## src/rtl/pipe_pkg.sv

```systemverilog
// rtl/pipe_pkg.sv - shared pipeline constants and the IF/ID entry type
//
// Purpose: defaults shared by the IF/ID queue and its neighbours.
// Contents:
//   PIPE_XLEN      - default pc / instruction width
//   PIPE_NOP_INSTR - addi x0,x0,0, presented to ID when nothing is queued
//   if_id_entry_t  - packed {pc, instr} pair as stored in the queue
package pipe_pkg;

    localparam int PIPE_XLEN = 32;
    localparam logic [31:0] PIPE_NOP_INSTR = 32'h0000_0013;

    typedef struct packed {
        logic [PIPE_XLEN-1:0] pc;
        logic [PIPE_XLEN-1:0] instr;
    } if_id_entry_t;

endpackage

```

## src/rtl/fifo_regfile.sv

```systemverilog
// rtl/fifo_regfile.sv - DEPTH x WIDTH register array, one write port, one async read port
//
// Purpose: storage for the IF/ID queue. Not reset; the owner never exposes
// an entry that has not been written.
// Ports:
//   clk   - clock, write on posedge
//   we    - write enable
//   waddr - write address
//   wdata - write data
//   raddr - read address
//   rdata - combinational read data at raddr
module fifo_regfile #(
    parameter int DEPTH  = 4,
    parameter int WIDTH  = 64,
    parameter int ADDR_W = $clog2(DEPTH)
) (
    input  logic              clk,
    input  logic              we,
    input  logic [ADDR_W-1:0] waddr,
    input  logic [WIDTH-1:0]  wdata,
    input  logic [ADDR_W-1:0] raddr,
    output logic [WIDTH-1:0]  rdata
);

    logic [WIDTH-1:0] mem [DEPTH];

    always_ff @(posedge clk) begin
        if (we) begin
            mem[waddr] <= wdata;
        end
    end

    assign rdata = mem[raddr];

endmodule

```

## src/rtl/if_id_fifo.sv

```systemverilog
// rtl/if_id_fifo.sv - DEPTH-entry IF/ID decoupling queue with stall, flush and NOP fill
//
// Purpose: queues {pc, instr} pairs from fetch and presents the head to
// decode; presents NOP_INSTR / pc 0 while empty.
// Ports:
//   clk       - clock
//   rst       - synchronous active-high reset
//   in_valid  - IF offers an entry
//   in_pc     - pc of offered entry
//   in_instr  - offered instruction
//   in_ready  - queue not full (ignores a same-cycle pop)
//   stall     - ID holds the head
//   flush     - drop everything queued and the entry offered this cycle
//   out_valid - head entry valid
//   out_pc    - head pc, 0 when empty
//   out_instr - head instruction, NOP_INSTR when empty
//   count     - occupancy 0..DEPTH
module if_id_fifo
    import pipe_pkg::*;
#(
    parameter int              XLEN      = PIPE_XLEN,
    parameter int              DEPTH     = 4,
    parameter logic [XLEN-1:0] NOP_INSTR = XLEN'(PIPE_NOP_INSTR)
) (
    input  logic                     clk,
    input  logic                     rst,
    input  logic                     in_valid,
    input  logic [XLEN-1:0]          in_pc,
    input  logic [XLEN-1:0]          in_instr,
    output logic                     in_ready,
    input  logic                     stall,
    input  logic                     flush,
    output logic                     out_valid,
    output logic [XLEN-1:0]          out_pc,
    output logic [XLEN-1:0]          out_instr,
    output logic [$clog2(DEPTH):0]   count
);

    localparam int PTR_W = $clog2(DEPTH);

    logic [PTR_W-1:0]  wr_ptr;
    logic [PTR_W-1:0]  rd_ptr;
    logic [PTR_W:0]    occ;
    logic              push;
    logic              pop;
    logic [2*XLEN-1:0] head;

    assign in_ready  = (occ != (PTR_W+1)'(DEPTH));
    assign out_valid = (occ != '0);
    assign push      = in_valid & in_ready & ~flush;
    assign pop       = out_valid & ~stall & ~flush;
    assign count     = occ;

    fifo_regfile #(
        .DEPTH  (DEPTH),
        .WIDTH  (2*XLEN),
        .ADDR_W (PTR_W)
    ) u_regfile (
        .clk   (clk),
        .we    (push),
        .waddr (wr_ptr),
        .wdata ({in_pc, in_instr}),
        .raddr (rd_ptr),
        .rdata (head)
    );

    // Pointers wrap by natural overflow since DEPTH is a power of two.
    always_ff @(posedge clk) begin
        if (rst || flush) begin
            wr_ptr <= '0;
            rd_ptr <= '0;
            occ    <= '0;
        end else begin
            if (push) begin
                wr_ptr <= wr_ptr + PTR_W'(1);
            end
            if (pop) begin
                rd_ptr <= rd_ptr + PTR_W'(1);
            end
            case ({push, pop})
                2'b10:   occ <= occ + (PTR_W+1)'(1);
                2'b01:   occ <= occ - (PTR_W+1)'(1);
                default: occ <= occ;
            endcase
        end
    end

    // Gate by occupancy so unwritten storage never reaches ID.
    assign out_pc    = out_valid ? head[2*XLEN-1:XLEN] : '0;
    assign out_instr = out_valid ? head[XLEN-1:0]      : NOP_INSTR;

endmodule

```

## config.mk

```make
export PLATFORM = sky130hd
export DESIGN_NAME = if_id_fifo
export DESIGN_NICKNAME = d
export VERILOG_FILES = /design/src/rtl/pipe_pkg.sv /design/src/rtl/fifo_regfile.sv /design/src/rtl/if_id_fifo.sv
export SDC_FILE = /design/constraint.sdc
export NUM_CORES = 1
export LEC_CHECK = 0
export CORE_AREA = 2 2 135 137
export CTS_CLUSTER_SIZE = 30
export DETAILED_ROUTE_END_ITERATION = 16
export DIE_AREA = 0 0 137 139
export GPL_ROUTABILITY_DRIVEN = 1
export PLACE_DENSITY = 0.94
export SYNTH_ARGS = -nofsm -noshare
export SYNTH_HDL_FRONTEND = slang
export SYNTH_HIERARCHICAL = 1
export SYNTH_SLANG_ARGS = --single-unit
```

## constraint.sdc

```tcl
create_clock -name clk -period 12.4 [get_ports clk]
set_input_delay 2.48 -clock clk [delete_from_list [all_inputs] [get_ports clk]]
set_output_delay 2.48 -clock clk [all_outputs]
set_load 0.02 [all_outputs]
```

==> reports/metrics.csv <==
metric,value,unit
startpoint type of the worst setup path,register,
Root Buffer,clkbuf_16,
antenna-violating nets left,0,
R2R Path End,u_regfile/mem[1][61]$_DFFE_PP_,
hold crit path type,register to register,
Final Hold Fails,0,
share of layout cells above drive strength 1,17.48,%
chip width,137,µm
Skew-Pair Late Insertion Delay,0.51,ns
largest net degree at the start of global routing,67,
R2R Setup Slk,9.93,ns
fillers,1052,
adder-cell area share of the yosys netlist,0.3195,%
"most common cell after layout, fill and taps aside",edfxtp_1,
critical path type,register to output pin,
antenna violations before repair,1,
CTS H-tree lvls,1,
# hold bufs at CTS,0,
routed vias,4811,
CTS tree,yes,
Synth area leaders,"edfxtp_1, mux4_2, and2_1",
fin area,0.01247,mm²
met2 Resource Use GR,33.96,%
NumNets Final,671,
global-route wire length before repair,28700,µm
CTS buffer count,26,
drt drc,0,
area grow syn2layout,22.44,%
"area leader, netlist",edfxtp_1,
worst hold endpoint,wr_ptr[1]$_SDFFE_PP0P_,
Syn Area/Cell,22.43,µm²
"commonest cells after routing, fill and taps aside","edfxtp_1, clkdlybuf4s50_1, and2_1, mux4_2, clkbuf_16",
leakage dissipation,0.003916,µW
Ports,138,
hold-critical path depth,2,
Synth Area in Compound Gates,0.5407,%
crit share post-route,46.84,%
WL final,18510,µm
combinational family with the most area after synthesis,multiplexers,
syn nets,525,
CTS Buffer Depth,3,
die height,139,µm
Post-Syn Instances,454,
Max Cap Violations,0,
Starting Density,57.67,%
global route hottest layer,met2,
status,completed,
core box area,0.01766,mm²
Syn Std Cell Area,0.01018,mm²
fmax,172.2,MHz
Port-buffer cells,137,
TritonRoute pass-1 iters,5,
gpl congestion,0.7273,
CTS sink count,263,
post-synthesis xor/xnor area fraction,0.1720,%
vias in the first global route,5194,
"Setup violations, final",0,
mux share of post-synthesis cell area,14.30,%
Yosys warning count,6,
Post-Synth Simple-Gate Area,5.161,%
#FFs+latches synth,263,
"Seq/Total Area, Yosys",76.87,%
Peak VDD IR,0.0001191,V
Setup TNS,0,ns
fin. max-slew vios,0,
RSZ-0062 raised after global routing,false,
clk_skew,0.007917,ns
Critical Path AT,3.33,ns
grt total ovfl,0,
headroom to the max-slew limit,22.36,%
slew of the pin with the lowest slew margin,1.165,ns
reg2reg start,count[0]$_SDFFE_PP0P_,
M1 GR Usage,26.67,%
CP Capture Type,output pin,
"Gates resized, CTS repair",0,
WL/cell,21.83,µm
Seq. cell area,0.007835,mm²
worst reg2reg path depth,4,
Netlist cell types,27,
Critical Path RT,9.92,ns
clock-pin slew on the worst setup and hold paths,0.06,ns
worst min-delay path startpoint,wr_ptr[1]$_SDFFE_PP0P_,
fin crit period,5.808,ns
placed cell area,0.01165,mm²
DR iter-0 viols,306,
die area,0.01904,mm²
gr usage total,19.93,%
Detailed Place HPWL,10840,µm
CP max FO,41,
Row Count,49,
PD cells,145.8,mW/mm²
# Post-CTS Setup Buffers,0,
vias per inst,5.673,
Yosys top cell area share,75.50,%
area of the multi-input gates,0.002105,mm²
Global Route met3 Usage,3.765,%
==> routing by layer <==
metal | vias up | routed length (µm)
met5 | - | 0
met4 | 0 | 352
met3 | 30 | 1183
met2 | 153 | 9731
met1 | 2488 | 7243
li1 | 2140 | -
==> worst max-delay path, stage by stage, from the launching register on <==
cell,delay [ns]
dfxtp_4,0.67
buf_4,0.75
mux4_1,0.65
nand2b_1,0.16
clkdlybuf4s50_1,0.59
==> flip-flops by register name (all words and copies together), names as in the netlist <==
register	count
u_regfile/mem	256
rd_ptr	2
count	3
wr_ptr	2
==> cells by family (layout without fill, tap and decap cells) <==
family	count (synthesis)	after routing
flops	263	263
simple gates	83	83
mux	64	64
buf+inv	29	193
compound gates	11	11
fa+ha+maj	2	2
xor+xnor	2	2
other cells	0	1
==> metrics by stage <==
step | util (%) | hold slack, ns | setup slack, ns | std cells | power (µW)
final | 70.61 | 0.5579 | 6.592 | 848 | 1818
after CTS | 70.59 | 0.5517 | 6.457 | 847 | 1837
after global routing | 70.59 | 0.5860 | 6.341 | 847 | 1878
after global placement | 65.96 | 0.5150 | 7.060 | 801 | 1098
after floorplan | - | 0.4573 | 4.221 | 454 | 1054
after detailed placement | 65.96 | 0.5425 | 7.003 | 801 | 1103
==> worst max path at each step <==
stage / depth (start not counted) / start / end
after detailed placement: 4 / rd_ptr[0]$_SDFFE_PP0P_ / out_instr[0]
after CTS: 4 / rd_ptr[0]$_SDFFE_PP0P_ / out_instr[0]
after global placement: 4 / rd_ptr[0]$_SDFFE_PP0P_ / out_instr[1]
after floorplan: 4 / in_valid / u_regfile/mem[0][0]$_DFFE_PP_
after global routing: 4 / rd_ptr[0]$_SDFFE_PP0P_ / out_instr[0]
final: 4 / rd_ptr[0]$_SDFFE_PP0P_ / out_instr[0]
==> power by group <==
| part | switching [µW] | internal, µW | total, µW |
|---|---|---|---|
| clock | 294 | 440 | 734 |
| combinational | 41.7 | 47.1 | 88.8 |
| sequential | 4.70 | 990 | 995 |
| total | 341 | 1480 | 1820 |
==> area by class of cell <==
type	instances	share of cell area (%)
clock buffers	38	6.072
repair buffers	140	11.18
flip-flops and latches	263	62.85
diodes	1	0.02007
multi-input cells	162	16.88
inverters	7	0.2108
clock inverters	8	0.4918
well taps	229	2.298
==> synth_stat cells <==
cell / instances
a21oi_1: 6
and2_1: 61
and3_1: 1
and3b_1: 2
buf_12: 6
buf_2: 6
buf_6: 7
clkbuf_1: 2
clkbuf_2: 1
dfxtp_1: 7
edfxtp_1: 256
fa_1: 1
ha_1: 1
inv_1: 6
inv_2: 1
mux4_1: 4
mux4_2: 60
nand2_1: 1
nand2b_1: 4
nor2_1: 3
nor3_1: 1
nor3_4: 1
nor3b_1: 2
o21ai_0: 5
or2_2: 1
or3_1: 6
xor2_1: 2
No activity file was read; power rests on OpenSTA's default activity.
